**config.mk**
```make
export PLATFORM = sky130hd
export DESIGN_NAME = dmem_access_ctrl
export DESIGN_NICKNAME = d
export VERILOG_FILES = /design/src/rtl/dmem_access_ctrl.sv
export SDC_FILE = /design/constraint.sdc
export NUM_CORES = 1
export LEC_CHECK = 0
export CORE_MARGIN = 10
export CORE_UTILIZATION = 44
export DETAILED_ROUTE_END_ITERATION = 16
export GPL_TIMING_DRIVEN = 0
export PLACE_DENSITY = 0.89
export SLEW_MARGIN = 25
export SYNTH_ARGS = -nofsm -noshare
export SYNTH_HDL_FRONTEND = slang
export SYNTH_SLANG_ARGS = --single-unit
export TNS_END_PERCENT = 50
```
**constraint.sdc**
```tcl
create_clock -name i_clk -period 6.3 [get_ports i_clk]
set_input_delay 1.26 -clock i_clk [delete_from_list [all_inputs] [get_ports i_clk]]
set_output_delay 1.26 -clock i_clk [all_outputs]
set_load 0.03 [all_outputs]
```
**src/rtl/dmem_access_ctrl.sv**
```systemverilog
// Data-memory sequencer for the MEM stage: little-endian lane handling on loads,
// read-modify-write for sub-word stores, and pipeline/debug-unit port sharing.
module dmem_access_ctrl #(
  parameter int unsigned ADDR_W = 8
) (
  input  logic              i_clk,
  input  logic              i_reset,
  input  logic              i_m_mem_read,
  input  logic              i_m_mem_write,
  input  logic [2:0]        i_m_bhw_type,
  input  logic [31:0]       i_m_addr,
  input  logic [31:0]       i_m_wdata,
  input  logic              i_m_halt,
  output logic [31:0]       o_m_rdata,
  output logic              o_m_stall,
  output logic              o_m_misalign,
  input  logic              i_du_req,
  input  logic [ADDR_W-1:0] i_du_addr,
  output logic              o_du_ack,
  output logic [31:0]       o_du_rdata,
  output logic [ADDR_W-1:0] o_mem_addr,
  output logic              o_mem_we,
  output logic [31:0]       o_mem_wdata,
  input  logic [31:0]       i_mem_rdata
);

  typedef enum logic [1:0] {IDLE, LOAD_WAIT, RMW_WRITE, DU_WAIT} state_e;
  typedef enum logic [1:0] {SZ_W, SZ_H, SZ_B} size_e;

  state_e            state_q, state_d;
  size_e             size_q, size_d;
  logic              uns_q, uns_d;
  logic [1:0]        lane_q, lane_d;
  logic [15:0]       wdata_q, wdata_d;
  logic [ADDR_W-1:0] addr_q, addr_d;
  logic [31:0]       du_rdata_q, du_rdata_d;

  size_e             req_size;
  logic              req_uns;
  logic              pipe_op;
  logic              misalign_c;
  logic              du_grant;
  logic [ADDR_W-1:0] req_word;
  logic              unused_addr_bits;

  assign unused_addr_bits = ^i_m_addr[31:ADDR_W+2];

  function automatic size_e decode_size(input logic [2:0] t);
    size_e s;
    unique case (t)
      3'b100, 3'b110: s = SZ_B;
      3'b010, 3'b111: s = SZ_H;
      default:        s = SZ_W;
    endcase
    return s;
  endfunction

  function automatic logic [31:0] load_extend(input logic [31:0] rd, input size_e sz,
                                               input logic uns, input logic [1:0] lane);
    logic [7:0]  b;
    logic [15:0] h;
    logic [31:0] r;
    unique case (lane)
      2'd0: b = rd[7:0];
      2'd1: b = rd[15:8];
      2'd2: b = rd[23:16];
      default: b = rd[31:24];
    endcase
    h = lane[1] ? rd[31:16] : rd[15:0];
    unique case (sz)
      SZ_B:    r = uns ? {24'd0, b} : {{24{b[7]}}, b};
      SZ_H:    r = uns ? {16'd0, h} : {{16{h[15]}}, h};
      default: r = rd;
    endcase
    return r;
  endfunction

  function automatic logic [31:0] rmw_merge(input logic [31:0] rd, input logic [15:0] wd,
                                             input size_e sz, input logic [1:0] lane);
    logic [31:0] m;
    m = rd;
    if (sz == SZ_B) begin
      unique case (lane)
        2'd0: m[7:0]   = wd[7:0];
        2'd1: m[15:8]  = wd[7:0];
        2'd2: m[23:16] = wd[7:0];
        default: m[31:24] = wd[7:0];
      endcase
    end else if (lane[1]) begin
      m[31:16] = wd;
    end else begin
      m[15:0] = wd;
    end
    return m;
  endfunction

  always_comb begin
    req_size   = decode_size(i_m_bhw_type);
    req_uns    = (i_m_bhw_type == 3'b101) || (i_m_bhw_type == 3'b111) ||
                 (i_m_bhw_type == 3'b110);
    req_word   = i_m_addr[ADDR_W+1:2];
    pipe_op    = i_m_mem_read || i_m_mem_write;
    misalign_c = ((req_size == SZ_H) && i_m_addr[0]) ||
                 ((req_size == SZ_W) && (i_m_addr[1:0] != 2'b00));
    du_grant   = i_du_req && (!pipe_op || i_m_halt);
  end

  always_comb begin
    state_d      = state_q;
    size_d       = size_q;
    uns_d        = uns_q;
    lane_d       = lane_q;
    wdata_d      = wdata_q;
    addr_d       = addr_q;
    du_rdata_d   = du_rdata_q;
    o_m_rdata    = '0;
    o_m_stall    = 1'b0;
    o_m_misalign = 1'b0;
    o_du_ack     = 1'b0;
    o_du_rdata   = du_rdata_q;
    o_mem_addr   = addr_q;
    o_mem_we     = 1'b0;
    o_mem_wdata  = i_m_wdata;

    unique case (state_q)
      IDLE: begin
        o_mem_addr = req_word;
        // A halted pipeline yields to the DU; its pending op is held by the stall.
        if (du_grant) begin
          o_mem_addr = i_du_addr;
          addr_d     = i_du_addr;
          o_m_stall  = pipe_op;
          state_d    = DU_WAIT;
        end else if (pipe_op && misalign_c) begin
          o_m_misalign = 1'b1;
        end else if (i_m_mem_read) begin
          size_d    = req_size;
          uns_d     = req_uns;
          lane_d    = i_m_addr[1:0];
          addr_d    = req_word;
          o_m_stall = 1'b1;
          state_d   = LOAD_WAIT;
        end else if (i_m_mem_write && (req_size == SZ_W)) begin
          o_mem_we    = 1'b1;
          o_mem_wdata = i_m_wdata;
        end else if (i_m_mem_write) begin
          size_d    = req_size;
          uns_d     = req_uns;
          lane_d    = i_m_addr[1:0];
          addr_d    = req_word;
          wdata_d   = i_m_wdata[15:0];
          o_m_stall = 1'b1;
          state_d   = RMW_WRITE;
        end
      end
      LOAD_WAIT: begin
        o_m_rdata = load_extend(i_mem_rdata, size_q, uns_q, lane_q);
        state_d   = IDLE;
      end
      RMW_WRITE: begin
        o_mem_we    = 1'b1;
        o_mem_wdata = rmw_merge(i_mem_rdata, wdata_q, size_q, lane_q);
        state_d     = IDLE;
      end
      DU_WAIT: begin
        du_rdata_d = i_mem_rdata;
        o_du_rdata = i_mem_rdata;
        o_du_ack   = 1'b1;
        o_m_stall  = pipe_op;
        state_d    = IDLE;
      end
      default: state_d = IDLE;
    endcase
  end

  always_ff @(posedge i_clk or negedge i_reset) begin
    if (!i_reset) begin
      state_q    <= IDLE;
      size_q     <= SZ_W;
      uns_q      <= 1'b0;
      lane_q     <= '0;
      wdata_q    <= '0;
      addr_q     <= '0;
      du_rdata_q <= '0;
    end else begin
      state_q    <= state_d;
      size_q     <= size_d;
      uns_q      <= uns_d;
      lane_q     <= lane_d;
      wdata_q    <= wdata_d;
      addr_q     <= addr_d;
      du_rdata_q <= du_rdata_d;
    end
  end

endmodule

```
* After elaboration in Yosys (flattened, before gate mapping)
Index checks and enable logic that the tools add are counted.
** Word-level totals
- Memories :: 0
- Input bits :: 113
- Memory bits (read-only) :: 0
- Latch bits :: 0
- Register bits after elaboration :: 63
- Word-level logic and storage cells :: 108
- RAM bits :: 0
** Cells by class
- Magnitude comparators :: 0
- Shifts and indexed selects :: 0
- Multiply operators :: 0
- Equality and inequality tests :: 19
- Bitwise operators :: 4
- Mux-type cells :: 53
- Divide/modulo/power cells :: 0
- Reductions and logical operators :: 25
- Add/subtract/negate cells :: 0
** Operator list (count)
- $mux W32 :: 6
- $mux W8 :: 11
- $pmux W32 S2 :: 1
- $mux W16 :: 3
- $pmux W8 S3 :: 1
- $mux W2 :: 11
- $mux W1 :: 16
- $eq A3 B3 Y1 const B :: 4
- $eq A2 B1 Y1 const B :: 4
- $eq A2 B2 Y1 const B :: 4
- $ne A4 B4 Y1 const B :: 2
- $pmux W2 S2 :: 2
- $logic_not A2 Y1 :: 3
- $ne A3 B3 Y1 const B :: 2
- $reduce_and A6 Y1 :: 1
- $reduce_or A3 Y1 :: 2
- $logic_and A1 B1 Y1 :: 5
- $logic_or A1 B1 Y1 :: 5
- $reduce_and A5 Y1 :: 1
- $ne A2 B2 Y1 const B :: 2
- $not A1 Y1 :: 4
- $pmux W1 S2 :: 2
- $reduce_and A4 Y1 :: 1
- $reduce_bool A2 Y1 :: 2
- 5 further kinds :: 6

* Logic depth before layout (Yosys ltp)
- Depth after elaboration :: 10
- Mapped depth :: 9
- Depth with buffers taken out :: 7

* Least setup slack after synthesis
Ideal clock, no wire load.
- Path kind :: input to output
- From :: input i_m_bhw_type[2]
- To :: output o_m_stall
- Data required time :: 5.040 ns
- Path slack :: 2.438 ns
- Cell stages on the path :: 5
- Buffers on the path :: 1
- Data arrival time :: 2.602 ns
- Path through :: nor2b_1 > or3_4 > o211ai_1 > buf_2 > a21oi_1
** Between the ends
- Longest elaborated chain between the ends :: 10
- Elaborated cells on any way between the ends :: 19
** RTL lines
- from (decl) :: RTL line 10 : input logic [2:0] i_m_bhw_type,
- $eq A3 B3 Y1 or $eq A3 B2 Y1 (tied branches) :: RTL line 50 : unique case (t)
- $reduce_or A2 Y1 :: RTL line 50
- $pmux W2 S2 * :: RTL line 50
- $logic_not A2 Y1 or $eq A2 B1 Y1 (tied branches) :: RTL line 104, 143, 103
- $logic_and A1 B1 Y1 (on tied branches) :: RTL line 143, 103, 104
- $mux W1 or $logic_or A1 B1 Y1 (tied branches) :: RTL line 143, 103
- $mux W1 or $logic_and A1 B1 Y1 (tied branches) :: RTL line 136, 134
- $mux W1 * :: RTL line 134 : end else if (pipe_op && misalign_c) begin
- $mux W1 * :: RTL line 129 : if (du_grant) begin
- $pmux W1 S2 * :: RTL line 125 : unique case (state_q)
- to (decl) :: RTL line 15 : output logic o_m_stall,
Every way passes the cells marked *; elsewhere a longest branch is shown, timed or not.

* Final worst setup path
- From :: input i_mem_rdata[15]
- To :: output o_m_rdata[29]
** Between the ends
- Longest elaborated chain between the ends :: 4
- Elaborated cells on any way between the ends :: 6
** RTL lines
- from (decl) :: RTL line 24 : input logic [31:0] i_mem_rdata
- $pmux W8 S3 or $mux W16 (tied branches) :: RTL line 63, 69
- $mux W32 (on tied branches) :: RTL line 71, 72
- $pmux W32 S2 * :: RTL line 70 : unique case (sz)
- $mux W32 * :: RTL line 125
- to (decl) :: RTL line 14 : output logic [31:0] o_m_rdata,
Marks and branches as above.

==> impl_metrics.json <==
{
  "synthMuxAreaShare_pct": 21.0,
  "maxCapViolCount": 0,
  "synthCells": 474,
  "gr-max-usage-layer": "met2",
  "final.setup.worst_slack_ns": 0.960,
  "vias": 4765,
  "die_h_um": 119,
  "crit_fanout": 10,
  "netSwitchingPower_mw": 1.84,
  "finalCritPeriodShare_pct": 84.8,
  "grtUsageTotal_pct": 24.4,
  "switching_share_pct": 48.2,
  "cpMostUsedCell": "clkdlybuf4s50_1",
  "grt_util_met1_pct": 27.7,
  "post_drt_wl_per_cell_um": 21.9,
  "crit_path_max_incr_delay_ns": 0.68,
  "synth_compound_area_share_pct": 22.9,
  "async_reset_ff_share_pct": 100,
  "grt_pass1_wl_mm": 27.7,
  "hold_viol_final": 0,
  "syn-cell-area_um2": 4310,
  "cts_tree": "done",
  "firstDrtPassIters": 7,
  "cts_buffers": 9,
  "crit_end": "o_m_rdata[29]",
  "cts.sinks": 63,
  "overflow": 0,
  "routed_wirelength_mm": 18.0,
  "crit_arrival_ns": 4.08,
  "postCtsHoldBufs": 0,
  "finalMaxSlewViolations": 0,
  "p_clk_share_pct": 11.9,
  "ant_nets": 0,
  "path_cells": "clkdlybuf4s50_1 > mux4_2 > nand2_1 > a211oi_2 > clkbuf_1 > a21o_1 > clkdlybuf4s50_1",
  "p_int_mw": 1.98,
  "synth_edf_count": 0,
  "num_rows": 36,
  "leakagePower_nw": 2.83,
  "diodes": 0,
  "grt_antenna_before_repair": 0,
  "status": "completed",
  "fin_setup_tns_ns": 0,
  "cts_resized": 0,
  "insertion_delay_ns": 0.36,
  "worst_pin_slew_ns": 0.705,
  "layout_commonest_cell": "clkdlybuf4s50_1",
  "hold_path_class": "reg2reg",
  "finalSetupViolCount": 0,
  "start_util_pct": 44.7,
  "power.share.sequential_pct": 18.6,
  "die-area_um2": 14200,
  "r2r_start": "state_q[0]",
  "synthFlopType": "dfrtp_1",
  "root_buffer": "clkbuf_8",
  "fmax_mhz": 187,
  "core_um2": 9640,
  "synth_xor_area_share_pct": 0,
  "period_needed_ns": 5.34,
  "worst-endpoint-required_ns": 5.04,
  "route.detailed.drc": 0,
  "clk_pin_slew_worst_paths_ns": 0.07,
  "drt_iter0_drc": 520,
  "pre_cts_slack_ns": 1.00,
  "worst_clock_skew_ns": 0.0130,
  "slowest_stage": "clkdlybuf4s50_1",
  "syn_avg_cell_area_um2": 9.09,
  "power.density_nw_per_um2": 567,
  "grtUsageMet3_pct": 7.23,
  "reg2reg_to": "addr_q[5]",
  "yosys_warnings": 0,
  "synth_cell_type_count": 45,
  "cp-startpoint": "i_mem_rdata[15]",
  "final_cell_mix": "clkdlybuf4s50_1 (197), dfrtp_1 (63), mux2_2 (56)",
  "clockBufferDepth": 2,
  "r2r_setup_slack_ns": 3.75,
  "synthToLayoutAreaGrowth_pct": 56.2,
  "rsz0062_at_grt": "no",
  "ys_seq_area_share_pct": 36.6,
  "synth_top_family_by_area": "compound AO/OA/AOI/OAI gates",
  "use_met2_pct": 41.9,
  "port_buffers": 198,
  "fin_total_pwr_mw": 3.82,
  "dp_hpwl_mm": 14.2,
  "layout-drive-gt1-share_pct": 13.9,
  "relSlewSlack_pct": 53.0,
  "final_util_pct": 69.8,
  "h-tree-depth": 3,
  "post_cts_buffers": 0,
  "syn-num-nets": 594,
  "fp.dieW_um": 119,
  "combPwrFrac_pct": 69.5,
  "ioPinCount": 221,
  "viasPerCell": 5.80,
  "ir_drop_mv": 0.375,
  "holdPathStages": 1,
  "ff2ff_path_depth": 9,
  "gp_congestion": 0.912,
  "critical_path.startpoint_type": "primary input",
  "grt_start_max_net_pins": 43,
  "yosys.area_share.adder_pct": 2.03,
  "crit_type": "in2out",
  "first_global_vias": 4964,
  "critical_path.endpoint_type": "primary output",
  "synth-simple-area-share_pct": 11.9,
  "ys_ff_latch": 63,
  "layout.nets": 804
}
==> per-layer routing <==
| metal | part of all wire [%] | wire [µm] |
|---|---|---|
| met1 | 37 | 6670 |
| met2 | 50 | 8910 |
| met3 | 9.3 | 1670 |
| met4 | 4.0 | 726 |
| met5 | 0 | 0 |
==> registers in the layout, summed over array words and instances (netlist names) <==
signal      cells
addr_q          8
du_rdata_q     32
lane_q          2
size_q          2
state_q         2
uns_q           1
wdata_q        16
==> cells by family (layout without fill, tap and decap cells) <==
group	Yosys count	count (layout)
adders and majority gates	7	7
buffers and inverters	58	273
muxes	77	77
and+or+nand+nor	117	117
DFF	63	63
AOI/OAI and AO/OA	152	152
==> power groups by stage <==
stage          clock (mW)  sequential, mW  combinational, mW
3_3_place_gp            0           0.701               2.56
6_report            0.455           0.710               2.65
4_1_cts             0.456           0.710               2.64
3_5_place_dp            0           0.717               2.62
5_1_grt             0.473           0.730               2.79
2_1_floorplan           0           0.677               1.64
==> worst min-delay path by stage <==
stage,slack (ns),from,endpoint
6_report,0.49,addr_q[7],addr_q[7]
5_1_grt,0.51,du_rdata_q[2],du_rdata_q[2]
3_3_place_gp,0.47,addr_q[1],addr_q[1]
3_5_place_dp,0.48,addr_q[4],addr_q[4]
2_1_floorplan,0.47,addr_q[0],addr_q[0]
4_1_cts,0.50,addr_q[4],addr_q[4]
==> critical path: cells and delay by family <==
| kind | cells | cell delay (ns) |
|---|---|---|
| mux | 1 | 0.28 |
| simple gates | 1 | 0.11 |
| compound gates | 2 | 0.75 |
| buf+inv | 3 | 1.68 |
==> synth_stat cells, drive strengths merged, types with 6 or more instances <==
master	instances	area [µm²]
o22a	9	78.8
o22ai	9	56.3
a21oi	46	234
nor2b	10	62.6
a222oi	6	60.1
and2	6	37.5
o21a	8	60.1
a31oi	8	50.1
mux2	66	781
o211ai	8	60.1
buf	6	47.5
o21ai	30	150
inv	24	90.1
nor2	46	175
ha	7	87.6
dfrtp	63	1580
clkbuf	28	105
mux2i	10	100
nand2	47	176
a21o	17	129
==> layout make-up <==
| class | count | area (µm²) |
|---|---|---|
| flip-flops and latches | 63 | 1580 |
| clock buffers | 11 | 151 |
| clock inverters | 5 | 104 |
| multi-input cells | 353 | 2490 |
| well taps | 133 | 166 |
| inverters | 24 | 90.1 |
| fillers | 755 | 2910 |
| repair buffers | 199 | 2000 |
| plain buffers | 34 | 153 |
==> through the flow <==
stage / std cells / hold WS (ns) / instance area [µm²]
floorplan: 474 / 0.465 / 4310
global placement: 805 / 0.473 / 6460
detailed placement: 806 / 0.481 / 6470
CTS: 822 / 0.498 / 6730
global route: 822 / 0.512 / 6730
finish: 822 / 0.494 / 6730
(Power assumes the default switching activity.)
